File: config.mk
export PLATFORM = sky130hd
export DESIGN_NAME = pong_hv_sequencer_flat
export DESIGN_NICKNAME = d
export VERILOG_FILES = /design/src/rtl/pong_hv_sequencer_pkg.sv /design/src/rtl/pong_hv_sequencer_if.sv /design/src/rtl/pong_hv_sequencer_modn.sv /design/src/rtl/pong_hv_sequencer.sv /design/src/flat_wrapper.sv
export SDC_FILE = /design/constraint.sdc
export NUM_CORES = 1
export LEC_CHECK = 0
export CAP_MARGIN = 40
export CORE_UTILIZATION = 52
export DETAILED_ROUTE_END_ITERATION = 12
export HOLD_SLACK_MARGIN = 0.12
export PLACE_DENSITY_LB_ADDON = 0.15
export SLEW_MARGIN = 10
export SYNTH_ARGS = -nofsm -noshare
export SYNTH_HDL_FRONTEND = slang
export SYNTH_SLANG_ARGS = --single-unit
File: constraint.sdc
create_clock -name clk -period 2.4 [get_ports clk]
set_input_delay 0.48 -clock clk [delete_from_list [all_inputs] [get_ports clk]]
set_output_delay 0.48 -clock clk [all_outputs]
set_load 0.1 [all_outputs]
File: src/rtl/pong_hv_sequencer_pkg.sv
// Default video timing shared by the sequencer, video and game logic,
// plus a line-phase decode helper for debug views.
package pong_timing_pkg;

    localparam int DEF_H_W        = 9;
    localparam int DEF_V_W        = 9;
    localparam int DEF_H_TOTAL    = 455;
    localparam int DEF_V_TOTAL    = 262;
    localparam int DEF_HBLANK_END = 80;
    localparam int DEF_HSYNC_BEG  = 32;
    localparam int DEF_HSYNC_END  = 64;
    localparam int DEF_VBLANK_END = 16;
    localparam int DEF_VSYNC_BEG  = 4;
    localparam int DEF_VSYNC_END  = 8;

    typedef enum logic [1:0] {BLANK_PRE, SYNC, BLANK_POST, ACTIVE} line_phase_e;

    // Phase of a line (or frame) given its count; order BLANK_PRE, SYNC, BLANK_POST, ACTIVE.
    function automatic line_phase_e phase_of(int c, int sync_beg, int sync_end, int blank_end);
        if (c < sync_beg)       return BLANK_PRE;
        else if (c < sync_end)  return SYNC;
        else if (c < blank_end) return BLANK_POST;
        return ACTIVE;
    endfunction

endpackage

File: src/rtl/pong_hv_sequencer_if.sv
// Enable/hold inputs and H/V timing outputs of the sequencer.
interface pong_hv_sequencer_if #(
    parameter int H_W = pong_timing_pkg::DEF_H_W,
    parameter int V_W = pong_timing_pkg::DEF_V_W
);
    logic           clk_en;
    logic           hold;
    logic [H_W-1:0] hcnt;
    logic [V_W-1:0] vcnt;
    logic           hreset;
    logic           vreset;
    logic           hblank;
    logic           vblank;
    logic           _hsync;
    logic           _vsync;
    logic           frame_tick;

    modport master (input clk_en, hold,
                    output hcnt, vcnt, hreset, vreset, hblank, vblank, _hsync, _vsync, frame_tick);
    modport slave  (output clk_en, hold,
                    input hcnt, vcnt, hreset, vreset, hblank, vblank, _hsync, _vsync, frame_tick);
endinterface

File: src/rtl/pong_hv_sequencer_modn.sv
// Mod-N synchronous counter with terminal-count flag; stands in for one
// ripple chain plus its master-reset decode.
module sync_modn_counter #(
    parameter int W = 9,
    parameter int N = 455
) (
    input  logic         clk,
    input  logic         _reset,
    input  logic         en,
    output logic [W-1:0] cnt,
    output logic         tc
);
    assign tc = (int'(cnt) == N - 1);

    always_ff @(posedge clk) begin
        if (!_reset)  cnt <= '0;
        else if (en)  cnt <= tc ? '0 : cnt + 1'b1;
    end
endmodule

File: src/rtl/pong_hv_sequencer.sv
// H/V count sequencer: clock-enabled counters, registered blank/sync/reset
// decodes aligned with the visible counts, and a one-clock frame tick.
module pong_hv_sequencer
    import pong_timing_pkg::*;
#(
    parameter int H_W        = DEF_H_W,
    parameter int V_W        = DEF_V_W,
    parameter int H_TOTAL    = DEF_H_TOTAL,
    parameter int V_TOTAL    = DEF_V_TOTAL,
    parameter int HBLANK_END = DEF_HBLANK_END,
    parameter int HSYNC_BEG  = DEF_HSYNC_BEG,
    parameter int HSYNC_END  = DEF_HSYNC_END,
    parameter int VBLANK_END = DEF_VBLANK_END,
    parameter int VSYNC_BEG  = DEF_VSYNC_BEG,
    parameter int VSYNC_END  = DEF_VSYNC_END
) (
    input  logic                clk,
    input  logic                _reset,
    pong_hv_sequencer_if.master bus
);
    if (H_TOTAL > 2**H_W || V_TOTAL > 2**V_W) begin : g_bad_total
        $error("pong_hv_sequencer: TOTAL does not fit counter width");
    end
    if (HSYNC_BEG >= HSYNC_END || VSYNC_BEG >= VSYNC_END) begin : g_bad_sync
        $error("pong_hv_sequencer: sync window empty or reversed");
    end
    if (HBLANK_END > H_TOTAL || HSYNC_END > H_TOTAL ||
        VBLANK_END > V_TOTAL || VSYNC_END > V_TOTAL) begin : g_bad_end
        $error("pong_hv_sequencer: window end beyond TOTAL");
    end

    logic           h_en, v_en, h_tc, v_tc;
    logic [H_W-1:0] hcnt, hnext;
    logic [V_W-1:0] vcnt, vnext;
    logic           hreset, vreset, hblank, vblank, hsync_n, vsync_n, frame_tick;

    // hold wins over clk_en; V advances only on the H terminal count.
    assign h_en = bus.clk_en & ~bus.hold;
    assign v_en = h_en & h_tc;

    sync_modn_counter #(.W(H_W), .N(H_TOTAL)) u_hcnt (
        .clk(clk), ._reset(_reset), .en(h_en), .cnt(hcnt), .tc(h_tc)
    );
    sync_modn_counter #(.W(V_W), .N(V_TOTAL)) u_vcnt (
        .clk(clk), ._reset(_reset), .en(v_en), .cnt(vcnt), .tc(v_tc)
    );

    // Decodes are taken from the post-edge counts so they line up with hcnt/vcnt.
    always_comb begin
        hnext = hcnt;
        vnext = vcnt;
        if (h_en) hnext = h_tc ? '0 : hcnt + 1'b1;
        if (v_en) vnext = v_tc ? '0 : vcnt + 1'b1;
    end

    always_ff @(posedge clk) begin
        if (!_reset) begin
            hreset  <= 1'b0;
            vreset  <= 1'b0;
            hblank  <= 1'b1;
            vblank  <= 1'b1;
            hsync_n <= 1'b1;
            vsync_n <= 1'b1;
        end else if (h_en) begin
            hreset  <= (int'(hnext) == H_TOTAL - 1);
            vreset  <= (int'(vnext) == V_TOTAL - 1);
            hblank  <= (int'(hnext) < HBLANK_END);
            vblank  <= (int'(vnext) < VBLANK_END);
            hsync_n <= !(int'(hnext) >= HSYNC_BEG && int'(hnext) < HSYNC_END);
            vsync_n <= !(int'(vnext) >= VSYNC_BEG && int'(vnext) < VSYNC_END);
        end
    end

    always_ff @(posedge clk) begin
        if (!_reset) frame_tick <= 1'b0;
        else         frame_tick <= h_en & h_tc & v_tc;
    end

    assign bus.hcnt       = hcnt;
    assign bus.vcnt       = vcnt;
    assign bus.hreset     = hreset;
    assign bus.vreset     = vreset;
    assign bus.hblank     = hblank;
    assign bus.vblank     = vblank;
    assign bus._hsync     = hsync_n;
    assign bus._vsync     = vsync_n;
    assign bus.frame_tick = frame_tick;
endmodule

File: src/flat_wrapper.sv
// flat-port wrapper written by rule: the top's interface ports become plain ports
module pong_hv_sequencer_flat import pong_timing_pkg::*;
#(
    parameter int H_W        = DEF_H_W,
    parameter int V_W        = DEF_V_W,
    parameter int H_TOTAL    = DEF_H_TOTAL,
    parameter int V_TOTAL    = DEF_V_TOTAL,
    parameter int HBLANK_END = DEF_HBLANK_END,
    parameter int HSYNC_BEG  = DEF_HSYNC_BEG,
    parameter int HSYNC_END  = DEF_HSYNC_END,
    parameter int VBLANK_END = DEF_VBLANK_END,
    parameter int VSYNC_BEG  = DEF_VSYNC_BEG,
    parameter int VSYNC_END  = DEF_VSYNC_END
)
  (clk, _reset, bus_clk_en, bus_hold, bus_hcnt, bus_vcnt, bus_hreset, bus_vreset, bus_hblank, bus_vblank, bus__hsync, bus__vsync, bus_frame_tick);
  pong_hv_sequencer_if #(.H_W(H_W), .V_W(V_W)) bus_i ();
  input  logic clk;
  input  logic _reset;
  input wire logic [$bits(bus_i.clk_en)-1:0] bus_clk_en;
  input wire logic [$bits(bus_i.hold)-1:0] bus_hold;
  output wire logic [$bits(bus_i.hcnt)-1:0] bus_hcnt;
  output wire logic [$bits(bus_i.vcnt)-1:0] bus_vcnt;
  output wire logic [$bits(bus_i.hreset)-1:0] bus_hreset;
  output wire logic [$bits(bus_i.vreset)-1:0] bus_vreset;
  output wire logic [$bits(bus_i.hblank)-1:0] bus_hblank;
  output wire logic [$bits(bus_i.vblank)-1:0] bus_vblank;
  output wire logic [$bits(bus_i._hsync)-1:0] bus__hsync;
  output wire logic [$bits(bus_i._vsync)-1:0] bus__vsync;
  output wire logic [$bits(bus_i.frame_tick)-1:0] bus_frame_tick;
  assign bus_i.clk_en = bus_clk_en;
  assign bus_i.hold = bus_hold;
  assign bus_hcnt = bus_i.hcnt;
  assign bus_vcnt = bus_i.vcnt;
  assign bus_hreset = bus_i.hreset;
  assign bus_vreset = bus_i.vreset;
  assign bus_hblank = bus_i.hblank;
  assign bus_vblank = bus_i.vblank;
  assign bus__hsync = bus_i._hsync;
  assign bus__vsync = bus_i._vsync;
  assign bus_frame_tick = bus_i.frame_tick;
  pong_hv_sequencer #(.H_W(H_W), .V_W(V_W), .H_TOTAL(H_TOTAL), .V_TOTAL(V_TOTAL), .HBLANK_END(HBLANK_END), .HSYNC_BEG(HSYNC_BEG), .HSYNC_END(HSYNC_END), .VBLANK_END(VBLANK_END), .VSYNC_BEG(VSYNC_BEG), .VSYNC_END(VSYNC_END)) u_core (.clk(clk), ._reset(_reset), .bus(bus_i));
endmodule
# Word level (Yosys, flattened, before mapping)
# Cells that the tools add are included.
dict set report word_totals {
  reg_bits 25
  latch_bits 0
  ram_bits 0
  romBits 0
  output_inout_bits 25
  mem_count 0
}
dict set report classes {
  addsub 2
  mul 0
  div 0
  n_lt_le_gt_ge 6
  eq_ne 4
  n_shift 0
  muxes 4
  bitwise 4
  n_reduce_logical 4
}
# operator count
set ops {}
lappend ops {{two-way mux 9 bit} 4}
lappend ops {{adder 9 x 1 -> 9 bit (second input constant)} 2}
lappend ops {{== test 9 x 7 -> 1 bit (second input constant)} 2}
lappend ops {{== test 9 bit (second input constant)} 2}
lappend ops {{less-than comparator 9 x 7 -> 1 bit (second input constant)} 2}
lappend ops {{greater-or-equal comparator 9 x 3 -> 1 bit (second input constant)} 1}
lappend ops {{greater-or-equal comparator 9 x 6 -> 1 bit (second input constant)} 1}
lappend ops {{less-than comparator 9 x 4 -> 1 bit (second input constant)} 1}
lappend ops {{less-than comparator 9 x 5 -> 1 bit (second input constant)} 1}
lappend ops {{AND 1 bit} 3}
lappend ops {{logical AND 1 bit} 2}
lappend ops {{zero test 1 bit} 2}
lappend ops {{inverter 1 bit} 1}

# Longest topological paths before layout
# Gate-level depths: netlist of the first run.
dict set report logic_depth {
  ltp_word 7
  mapped_depth 10
  mapped_depth_nobuf 8
}

# By module
# From an unflattened synthesis of the first run, not the netlist that was laid out.
dict set report hier_totals {
  cells_unflattened 199
  area_unflattened_um2 1652.8
}
# mod n_inst cells_per_inst area_per_inst_um2
set modules_own_cells {}
lappend modules_own_cells {pong_hv_sequencer 1 103 752.0}
lappend modules_own_cells {{sync_modn_counter (u_core.u_vcnt)} 1 49 466.7}
lappend modules_own_cells {{sync_modn_counter (u_core.u_hcnt)} 1 47 434.2}

# Worst setup path after synthesis of the first run
# OpenSTA, ideal clock, no wires.
dict set report synth_timing {
  path_type {flip-flop to flip-flop}
  start {register u_core.u_hcnt.cnt[2]}
  end {register u_core.u_vcnt.cnt[7]}
  setup_time_ps 115
  arrival_ps 2835
  required_time_ps 2285
  slack_ps -550
  stages_incl_launch_ff 8
  n_path_buf 1
  period_less_slack_ps 2950
  path_cell_list {dfxtp_1 > or4b_4 > or3_1 > buf_6 > nor3_1 > nand3_1 > xnor2_1 > and2_1}
}
dict set report synth_between {
  elab_chain_cells 3
}
# element line_no
set synth_lines {}
lappend synth_lines {{start, declared} pong_hv_sequencer_modn.sv:10} ;# output logic [W-1:0] cnt,
lappend synth_lines {{start signal, assigned} pong_hv_sequencer_modn.sv:17} ;# else if (en) cnt <= tc ? '0 : cnt + 1'b1;
lappend synth_lines {{== test 9 x 7 -> 1 bit} pong_hv_sequencer_modn.sv:13} ;# assign tc = (int'(cnt) == N - 1);
lappend synth_lines {{AND 1 bit} pong_hv_sequencer.sv:39} ;# assign v_en = h_en & h_tc;
lappend synth_lines {{two-way mux 9 bit} -}
lappend synth_lines {{end signal, assigned} pong_hv_sequencer_modn.sv:17}
lappend synth_lines {{end, declared} pong_hv_sequencer_modn.sv:10}
# Every way passes these cells.
# A chain may end at the register's enable or synchronous reset.

# Final worst setup path of the first run
dict set report layout_timing {
  start {register u_core.u_hcnt.cnt[4]}
  end {register u_core.vreset, in the netlist u_core.bus.vreset}
}
dict set report layout_between {
  elab_chain_cells 4
}
# element line_no
set layout_lines {}
lappend layout_lines {{== test 9 x 7 -> 1 bit} pong_hv_sequencer_modn.sv:13}
lappend layout_lines {{AND 1 bit} pong_hv_sequencer.sv:39}
lappend layout_lines {{two-way mux 9 bit} pong_hv_sequencer.sv:53} ;# if (v_en) vnext = v_tc ? '0 : vcnt + 1'b1;
lappend layout_lines {{== test 9 bit} pong_hv_sequencer.sv:66} ;# vreset <= (int'(vnext) == V_TOTAL - 1);
lappend layout_lines {{end signal, assigned} pong_hv_sequencer.sv:66}
lappend layout_lines {{end, declared} pong_hv_sequencer.sv:35} ;# logic hreset, vreset, hblank, vblank, hsync_n, vsync_n, frame_tick;
# Every way passes these cells.

==> metrics.yaml, run 1 <==
antenna_cells: 0
cpMaxStageDelayCell: "or4b_4"
drtIter0Drc: 65
crit_path_max_incr_delay_ns: 0.56
worstPathArrival_ns: 2.55
numPortBuffers: 28
rsz0062_at_grt: "false"
synthAdderAreaFrac_pct: 3.20
yosys_warnings: 0
synthCells: 194
cts_root_buffer: "clkbuf_4"
syn_area_um2: 1560
areaGrowthSynthToFinish_pct: 26.2
vias_per_cell: 5.97
timing.final.ws_setup_ns: 0.0768
die_h_um: 56.8
hp-class: "reg -> reg"
muxShareOfSynthArea_pct: 0.721
synth-compound-area-share_pct: 20.5
numCtsBuffers: 3
vias: 1565
synth_top_family_by_area: "simple AND/OR/NAND/NOR gates"
stdcell_count: 262
synth_edf_count: 0
slew_violations: 0
drive_gt1_share_pct: 30.7
drtPass1Iterations: 8
cts-hold-fix-buffers: 0
pre_cts_ws_ns: -0.0540
yosys.area_share.simple_pct: 32.4
wl_per_cell_um: 14.5
final_cell_mix: "buf_4 (41), nand2_1 (22), nor2_1 (12)"
core_area_um2: 2810
start_util_pct: 55.7
htreeDepth: 1
clock_path_buffers: 2
fin_crit_ns: 2.32
synth-seq-cells: 25
grt_pass1_vias: 1352
cellPowerDensity_nw_per_um2: 344
ys_types: 49
finalCritPeriodShare_pct: 96.8
cts_tree: "yes"
synthesis.nets: 202
violations: "design-rule violations"
grt_pass1_wl_um: 6010
grt_usage_pct: 23.8
ir_drop_v: 0.000255
max_freq_mhz: 430
place_congestion: 0.856
row_count: 19
worst_pin_slew_ns: 0.452
cp-end-kind: "flip-flop"
switchingPower_w: 0.000184
path_cells: "or4b_4 -> or3_4 -> buf_8 -> nor3_4 -> a2111o_1 -> nand3_1 -> o41ai_2"
seq_power_share_pct: 60.9
p_int_w: 0.000495
p_sw_share_pct: 27.1
grt.overflow.total: 0
path_class: "reg -> reg"
required_ns: 2.63
finalHoldViolCount: 0
path_clk_slew_ns: 0.14
p_leak_nw: 0.747
place_inst: 258
worst_slew_margin_rel_pct: 69.6
die_width_um: 56.8
yosysSeqAreaShare_pct: 32.0
antenna_found_initial: 0
start_kind: "flip-flop"
post-route-drc-count: 2
io_pins: 29
async_flop_share_pct: 0
layout_commonest_cell: "buf_4"
pwr-share-clk_pct: 28.9
synth_area_per_cell_um2: 8.06
finalSetupViolCount: 0
cp_max_fo: 13
synth-xor-area-share_pct: 5.04
grt_max_degree: 14
pwr-share-comb_pct: 10.2
die_area_um2: 3230
wl_um: 3800
finClkSkew_ns: 0.00445
clk_latency_ns: 0.32
top_regs: "u_core.u_hcnt.cnt x9, u_core.u_vcnt.cnt x9"
cts_sinks: 25
final_nets: 240
status: "finished, violations left"
ys.flop_type: "dfxtp_1"
postRouteAntennaNets: 0
cap_violations: 0
dp_hpwl_um: 2770
Yosys cell counts (all sizes together), types with 4 or more instances:
master,instances,area share [%]
clkbuf,7,1.7
and2,10,4.0
ha,4,3.2
nor3,12,4.2
nand3,11,3.5
nor2,12,2.9
nand4,4,1.6
o21ai,12,3.8
nand2,22,5.3
inv,6,1.4
nor2b,5,2.0
xnor2,5,2.8
a21oi,7,2.2
buf,5,3.0
dfxtp,25,32
o31ai,4,1.9
xor2,4,2.2
final cells by class:
| class | instances | area [µm²] |
|---|---|---|
| Tap cell | 31 | 38.8 |
| Clock buffer | 4 | 26.3 |
| Fill cell | 237 | 833 |
| Multi-Input combinational cell | 151 | 988 |
| Sequential cell | 25 | 543 |
| Inverter | 6 | 22.5 |
| Timing Repair Buffer | 45 | 353 |
critical path: cells and delay by family, from the launching register on:
family | cells | cell delay (ns)
and+or+nand+nor | 4 | 1.20
AOI/OAI and AO/OA | 2 | 0.50
DFF | 1 | 0.37
buffers and inverters | 1 | 0.16
power by group through the flow:
| stage | clock, W | combinational [W] | sequential, W |
|---|---|---|---|
| after global routing | 0.000213 | 0.0000739 | 0.000414 |
| after CTS | 0.000201 | 0.0000692 | 0.000413 |
| final | 0.000196 | 0.0000694 | 0.000413 |
| after detailed placement | 0 | 0.0000690 | 0.000422 |
| after floorplan | 0 | 0.0000224 | 0.000448 |
| after global placement | 0 | 0.0000682 | 0.000422 |
metal layers:
layer / GRT usage (%) / vias to the layer above / wire length (µm)
met5: 0 / - / 0
met4: 8.36 / 0 / 34
met3: 2.76 / 4 / 187
met2: 37.4 / 46 / 1800
met1: 33.5 / 739 / 1780
li1: - / 776 / -
through the flow:
step	total power [W]	hold WS (ns)	util (%)	instance area, µm²	setup TNS [ns]
after floorplan	0.000470	0.626	-	1610	0
after global placement	0.000490	0.467	68.5	1920	-0.00958
after detailed placement	0.000491	0.476	68.5	1920	-0.136
after CTS	0.000683	0.495	69.4	1950	0
after global routing	0.000700	0.507	70.3	1970	0
final	0.000678	0.493	70.3	1970	0
repair_timing:
| item | 4_1_cts | 5_1_grt |
|---|---|---|
| setup endpoints to repair | 0 | 3 |
| buffers inserted | 0 | 0 |
| hold endpoints to repair | 0 | 0 |
| gates resized for setup | 0 | 5 |
cell families (layout without fill, tap and decap cells):
| group | after synthesis | count (layout) |
|---|---|---|
| AOI/OAI and AO/OA | 44 | 44 |
| adders and majority gates | 4 | 4 |
| buffers and inverters | 18 | 55 |
| DFF | 25 | 25 |
| and+or+nand+nor | 93 | 93 |
| muxes | 1 | 1 |
| xor gates and xnor gates | 9 | 9 |
worst paths after layout:
path	slack [ns]	cells after the start	from	to
max	0.08	7	u_core.u_hcnt.cnt[4]$_SDFF_PN0_	u_core.bus.vreset$_SDFFE_PN0N_
max reg2reg	0.08	7	u_core.u_hcnt.cnt[4]$_SDFF_PN0_	u_core.bus.vreset$_SDFFE_PN0N_
min	0.49	2	u_core.bus.hreset$_SDFFE_PN0N_	u_core.bus.hreset$_SDFFE_PN0N_
min reg2reg	0.49	2	u_core.bus.hreset$_SDFFE_PN0N_	u_core.bus.hreset$_SDFFE_PN0N_
No activity file was read; power rests on OpenSTA's default activity.
==> inputs of run 2 (changes only) <==
Settings changed: CTS_CLUSTER_DIAMETER set to 120, GPL_TIMING_DRIVEN set to 0, PLACE_DENSITY set to 0.83, PLACE_DENSITY_LB_ADDON 0.15 to not set.
==> run 2 against run 1 <==
Against the previous run: the run still ends with design-rule violations left; combinational power increased by 20%; final area increased by 20%; register-to-register slack got worse by 0.05 ns; clock skew increased by 0.0074 ns; first-iteration DRC count increased by 71%; global-route usage increased by 4.8 points; die area unchanged; power increased by 4.0%; fmax decreased by 2.1%; via count increased by 11%; critical path depth increased by 1; routed wire length increased by 21%; critical endpoint is now u_core.bus._vsync$_SDFFE_PN1N_; largest cell class unchanged.
==> metrics.yaml, run 2 (same netlist as run 1, synthesis figures left out) <==
nFillCells: 172  # -27%
path_cells: "ha_1 -> and3_1 -> clkbuf_1 -> nand4_1 -> nor2b_1 -> o21ai_1 -> o31ai_2 -> o32a_1"
path_class: "reg -> reg"
htreeDepth: 1  # unchanged
crit_path_max_incr_delay_ns: 0.43  # -0.13 ns
required_ns: 2.66  # +0.03 ns
grt_pass1_wl_um: 7160  # +19%
slew_violations: 0  # unchanged
wl_per_cell_um: 16.3  # +13%
worst_slew_margin_rel_pct: 60.7  # -8.9 points
cts_root_buffer: "clkbuf_4"
finalSetupViolCount: 0  # unchanged
status: "finished, violations left"
post-route-drc-count: 4  # +2
p_sw_share_pct: 28.6  # +1.5 points
violations: "design-rule violations"
vias: 1733  # +11%
core_area_um2: 2810  # unchanged
cts_tree: "yes"
finalHoldViolCount: 0  # unchanged
worst_pin_slew_ns: 0.584  # +0.133 ns
fin_crit_ns: 2.37  # +0.0497 ns
finClkSkew_ns: 0.0119  # +0.00743 ns
hp-class: "reg -> reg"
start_kind: "flip-flop"
cellPowerDensity_nw_per_um2: 297  # -14%
place_inst: 278  # +7.8%
pwr-share-clk_pct: 29.6  # +0.7 points
row_count: 19  # unchanged
grt_max_degree: 16  # +2
final_nets: 259  # +7.9%
areaGrowthSynthToFinish_pct: 52.0
stdcell_count: 281  # +7.3%
numCtsBuffers: 3  # unchanged
vias_per_cell: 6.17  # +3.2%
path_delay_family: "compound AO/OA/AOI/OAI gates"
switchingPower_w: 0.000202  # +9.7%
cap_violations: 0  # unchanged
numPortBuffers: 28  # unchanged
finalCritPeriodShare_pct: 98.9  # +2.1 points
wl_um: 4590  # +21%
drtPass1Iterations: 9  # +1
final_cell_mix: "clkdlybuf4s50_1 (28), buf_8 (26), nand2_1 (22)"
fin_area_um2: 2370  # +20%
crit_buf_inv: 1  # unchanged
start_util_pct: 55.7  # unchanged
die_width_um: 56.8  # unchanged
grt.overflow.total: 0  # unchanged
p_leak_nw: 0.839  # +12%
cp_max_fo: 9  # -4
dp_hpwl_um: 3190  # +15%
max_freq_mhz: 421  # -2.1%
grt_pass1_vias: 1534  # +13%
drive_gt1_share_pct: 26.0  # -4.7 points
hold_ws_ns: 0.506  # +0.0135 ns
die_h_um: 56.8  # unchanged
p_int_w: 0.000504  # +1.9%
layout_commonest_cell: "clkdlybuf4s50_1"
placed_area_um2: 2300  # +20%
clk_latency_ns: 0.34  # +0.02 ns
path_clk_slew_ns: 0.15  # about the same
grt_usage_pct: 28.6  # +4.8 points
antenna_cells: 0  # unchanged
antenna_found_initial: 0  # unchanged
cts-hold-fix-buffers: 0  # unchanged
place_congestion: 0.892  # +4.3%
drtIter0Drc: 111  # +71%
cp-end-kind: "flip-flop"
cpMaxStageDelayCell: "dfxtp_4"
top_regs: "u_core.u_hcnt.cnt x9, u_core.u_vcnt.cnt x9"
seq_power_share_pct: 58.6  # -2.3 points
io_pins: 29  # unchanged
clock_path_buffers: 2  # unchanged
cts_sinks: 25  # unchanged
worstPathArrival_ns: 2.63  # +0.08 ns
ir_drop_v: 0.000253  # -0.55%
die_area_um2: 3230  # unchanged
postRouteAntennaNets: 0  # unchanged
pwr-share-comb_pct: 11.8  # +1.6 points
==> run 2: cell types whose count changed in the layout (fill, tap and decap cells not counted), moves of 2 or more <==
cell	change
clkbuf_1	+3
buf_8	+25
clkdlybuf4s50_1	+25
buf_4	-40
nor3_2	+2
buf_6	+2
nor3_1	-2
==> run 2: worst min-delay path: stages (launching register included) <==
cell	delay, ns
dfxtp_1	0.34
nand3_1	0.07
o41ai_2	0.06
==> run 2: per-layer routing <==
metal	wire, µm	part of all wire [%]	vias up	track usage, %
met1	1840	40	807	39.0
met2	2210	48	91	45.7
li1	-	-	816	-
met4	144	3.1	0	10.1
met3	396	8.6	19	4.38
met5	0	0	-	0
==> run 2: final timing paths <==
kind              slack (ns)  depth (start not counted)                       startpoint                        endpoint
setup / recovery        0.03                          8  u_core.u_vcnt.cnt[0]$_SDFF_PN0_  u_core.bus._vsync$_SDFFE_PN1N_
hold / removal          0.51                          2   u_core.bus.vreset$_SDFFE_PN0N_  u_core.bus.vreset$_SDFFE_PN0N_
setup reg to reg        0.03                          8  u_core.u_vcnt.cnt[0]$_SDFF_PN0_  u_core.bus._vsync$_SDFFE_PN1N_
hold reg to reg         0.51                          2   u_core.bus.vreset$_SDFFE_PN0N_  u_core.bus.vreset$_SDFFE_PN0N_
==> run 2: metrics by stage <==
step	util, %	setup TNS (ns)	total power [W]	setup slack, ns
2_1_floorplan	-	0	0.000470	0.000320
3_3_place_gp	68.8	-1.20	0.000490	-0.299
3_5_place_dp	82.2	-1.40	0.000503	-0.322
4_1_cts	83.2	0	0.000705	0.0248
5_1_grt	84.7	-0.121	0.000724	-0.0565
6_report	84.7	0	0.000705	0.0270
==> run 2: timing repair <==
| action | in CTS | in global routing |
|---|---|---|
| setup buffers | 0 | 1 |
| endpoints found under the setup margin | 1 | 6 |
| gates resized for setup | 0 | 10 |
| gates cloned | 0 | 0 |
| pin swaps | 1 | 2 |
==> run 2: final cells by class <==
cell class,instances,area [µm²],share of cell area [%]
inverter,6,22.5,0.948
clock buffer,3,22.5,0.948
timing repair buffer,54,663,27.9
tap,31,38.8,1.63
multi-input combinational,151,1010,42.5
sequential,25,543,22.9
clock inverter,1,6.26,0.263
buffer,10,68.8,2.90
==> run 2: power groups by stage <==
stage	Clock [W]	Combinational, W	Sequential, W
global route	0.000223	0.0000867	0.000414
global placement	0	0.0000680	0.000422
floorplan	0	0.0000224	0.000448
detailed placement	0	0.0000809	0.000423
CTS	0.000211	0.0000812	0.000413
finish	0.000209	0.0000830	0.000413
==> inputs of run 3 (changes only) <==
--- a/config.mk
+++ b/config.mk
@@ -10,4 +10,5 @@
 export CTS_CLUSTER_DIAMETER = 120
 export DETAILED_ROUTE_END_ITERATION = 12
+export GPL_ROUTABILITY_DRIVEN = 0
 export GPL_TIMING_DRIVEN = 0
 export HOLD_SLACK_MARGIN = 0.12
==> constraint.sdc (replaced) <==
create_clock -name clk -period 2.4 [get_ports clk]
set_input_delay 0.48 -clock clk [delete_from_list [all_inputs] [get_ports clk]]
set_output_delay 0.48 -clock clk [all_outputs]
set_load 0.05 [all_outputs]
==> run 3 against run 2 <==
Against the previous run: the run now ends clean; global-route usage down 5.1 points; non-clock buffer count down 22; fmax up 0.82%; power down 4.5%; clock-buffer cell count unchanged; first-iteration DRC count down 66%; sequential power up 2%; via count down 7.6%; highest routed layer unchanged.
==> metrics.yaml, run 3 (same netlist as run 1, synthesis figures left out) <==
status: "completed"
slew_violations: 0  # unchanged
antenna_cells: 0  # unchanged
nFillCells: 213  # +24%
place_inst: 253  # -9.0%
rsz0062_at_grt: "true"
die_area_um2: 3230  # unchanged
wl_um: 3790  # -17%
required_ns: 2.62  # -0.04 ns
finalSetupViolCount: 0  # unchanged
worst_pin_slew_ns: 0.500  # -0.0838 ns
wl_per_cell_um: 14.6  # -10%
path_clk_slew_ns: 0.15  # about the same
io_pins: 29  # unchanged
postRouteAntennaNets: 0  # unchanged
fin_util_pct: 71.2  # -13 points
finalHoldViolCount: 0  # unchanged
layout_commonest_cell: "clkdlybuf4s50_1"
min_to: "u_core.bus._hsync$_SDFFE_PN1N_"
numCtsBuffers: 3  # unchanged
cts_tree: "yes"
worstPathArrival_ns: 2.57  # -0.06 ns
ir_drop_v: 0.000235  # -7.2%
finalCritPeriodShare_pct: 98.1  # -0.80 points
grt.overflow.total: 0  # unchanged
hp-class: "reg -> reg"
htreeDepth: 1  # unchanged
vias_per_cell: 6.18  # +0.23%
setup_tns_ns: 0  # unchanged
fin_area_um2: 2000  # -16%
r2r_cells: 6  # -2
areaGrowthSynthToFinish_pct: 27.9
start_util_pct: 55.7  # unchanged
holdPathStages: 2  # unchanged
grt_pass1_wl_um: 6070  # -15%
start_kind: "flip-flop"
cp-end-kind: "flip-flop"
fin_crit_ns: 2.35  # -0.0192 ns
r2r_end: "u_core.bus._vsync$_SDFFE_PN1N_"
placed_area_um2: 1890  # -18%
drive_gt1_share_pct: 14.9  # -11 points
stdcell_count: 259  # -7.8%
die_width_um: 56.8  # unchanged
die_h_um: 56.8  # unchanged
cap_violations: 0  # unchanged
numPortBuffers: 28  # unchanged
drtIter0Drc: 38  # -66%
antenna_found_initial: 0  # unchanged
vias: 1601  # -7.6%
post-route-drc-count: 0  # -4
row_count: 19  # unchanged
path_class: "reg -> reg"
core_area_um2: 2810  # unchanged
final_nets: 237  # -8.5%
finClkSkew_ns: 0.0139  # +0.00202 ns
regToRegStartpoint: "u_core.u_hcnt.cnt[4]$_SDFF_PN0_"
top_regs: "u_core.u_hcnt.cnt x9, u_core.u_vcnt.cnt x9"
cp_max_fo: 9  # unchanged
rrSetupSlack_ns: 0.05  # +0.02 ns
hp-start: "u_core.bus._hsync$_SDFFE_PN1N_"
max_freq_mhz: 425  # +0.82%
cts-hold-fix-buffers: 0  # unchanged
p_total_w: 0.000674  # -4.5%
worst_slew_margin_rel_pct: 66.5  # +5.8 points
cellPowerDensity_nw_per_um2: 337  # +14%
clk_latency_ns: 0.33  # about the same
cts_root_buffer: "clkbuf_4"
dp_hpwl_um: 2660  # -17%
clock_path_buffers: 2  # unchanged
drtPass1Iterations: 4  # -5
grt_usage_pct: 23.5  # -5.1 points
grt_pass1_vias: 1368  # -11%
final_cell_mix: "clkdlybuf4s50_1 (28), nand2_1 (22), dfxtp_1 (19)"
p_leak_nw: 0.678  # -19%
grt_max_degree: 15  # -1
cts_sinks: 25  # unchanged
run 3: what timing repair did:
item | in CTS | in global routing
endpoints found under the setup margin | 1 | 7
resized for setup | 0 | 18
buffers inserted | 3 | 3
pin swaps | 1 | 5
run 3: cell type report:
cell class | instances | area [µm²] | share of cell area, %
plain buffers | 8 | 50.0 | 2.50
clock inverters | 1 | 5.00 | 0.250
repair buffers | 34 | 325 | 16.3
multi-input cells | 151 | 1020 | 51.2
flip-flops and latches | 25 | 510 | 25.5
well taps | 31 | 38.8 | 1.94
clock buffers | 3 | 22.5 | 1.13
inverters | 6 | 22.5 | 1.13
run 3: worst max-delay path, stage by stage, from the launching register on:
cell and delay (ns):
dfxtp_4 0.40, or4b_4 0.58, or3_4 0.48, buf_8 0.16, nor2_4 0.09, o211ai_1 0.16, o32a_1 0.36
run 3: through the flow:
stage,setup WS (ns),hold slack (ns)
3_3_place_gp,-0.289,0.463
6_report,0.0462,0.514
5_1_grt,-0.0155,0.540
4_1_cts,0.00543,0.510
3_5_place_dp,-0.344,0.476
2_1_floorplan,0.00526,0.634
run 3: report_power, final:
part           switching (W)  leakage, nW  internal [W]
registers         0.00000447        0.205      0.000417
logic              0.0000370        0.455     0.0000212
clock network       0.000131       0.0177     0.0000625
total               0.000173        0.678      0.000501
run 3: routing by layer:
| layer | share of wire [%] | up-vias | track usage (%) | wire (µm) |
|---|---|---|---|---|
| li1 | - | 770 | - | - |
| met4 | 0.95 | 0 | 6.97 | 36 |
| met5 | 0 | - | 0 | 0 |
| met1 | 47 | 766 | 32.5 | 1770 |
| met3 | 5.0 | 8 | 3.00 | 190 |
| met2 | 47 | 57 | 38.1 | 1790 |
run 3: worst max-delay path by stage:
stage | start | to | depth (start not counted)
5_1_grt | u_core.u_hcnt.cnt[4]$_SDFF_PN0_ | u_core.bus._vsync$_SDFFE_PN1N_ | 6
3_3_place_gp | bus_hold | u_core.bus.hblank$_SDFFE_PN1N_ | 7
2_1_floorplan | u_core.u_hcnt.cnt[4]$_SDFF_PN0_ | u_core.u_vcnt.cnt[7]$_SDFF_PN0_ | 8
4_1_cts | u_core.u_hcnt.cnt[4]$_SDFF_PN0_ | u_core.bus._vsync$_SDFFE_PN1N_ | 7
6_report | u_core.u_hcnt.cnt[4]$_SDFF_PN0_ | u_core.bus._vsync$_SDFFE_PN1N_ | 6
3_5_place_dp | bus_hold | u_core.bus.hblank$_SDFFE_PN1N_ | 7
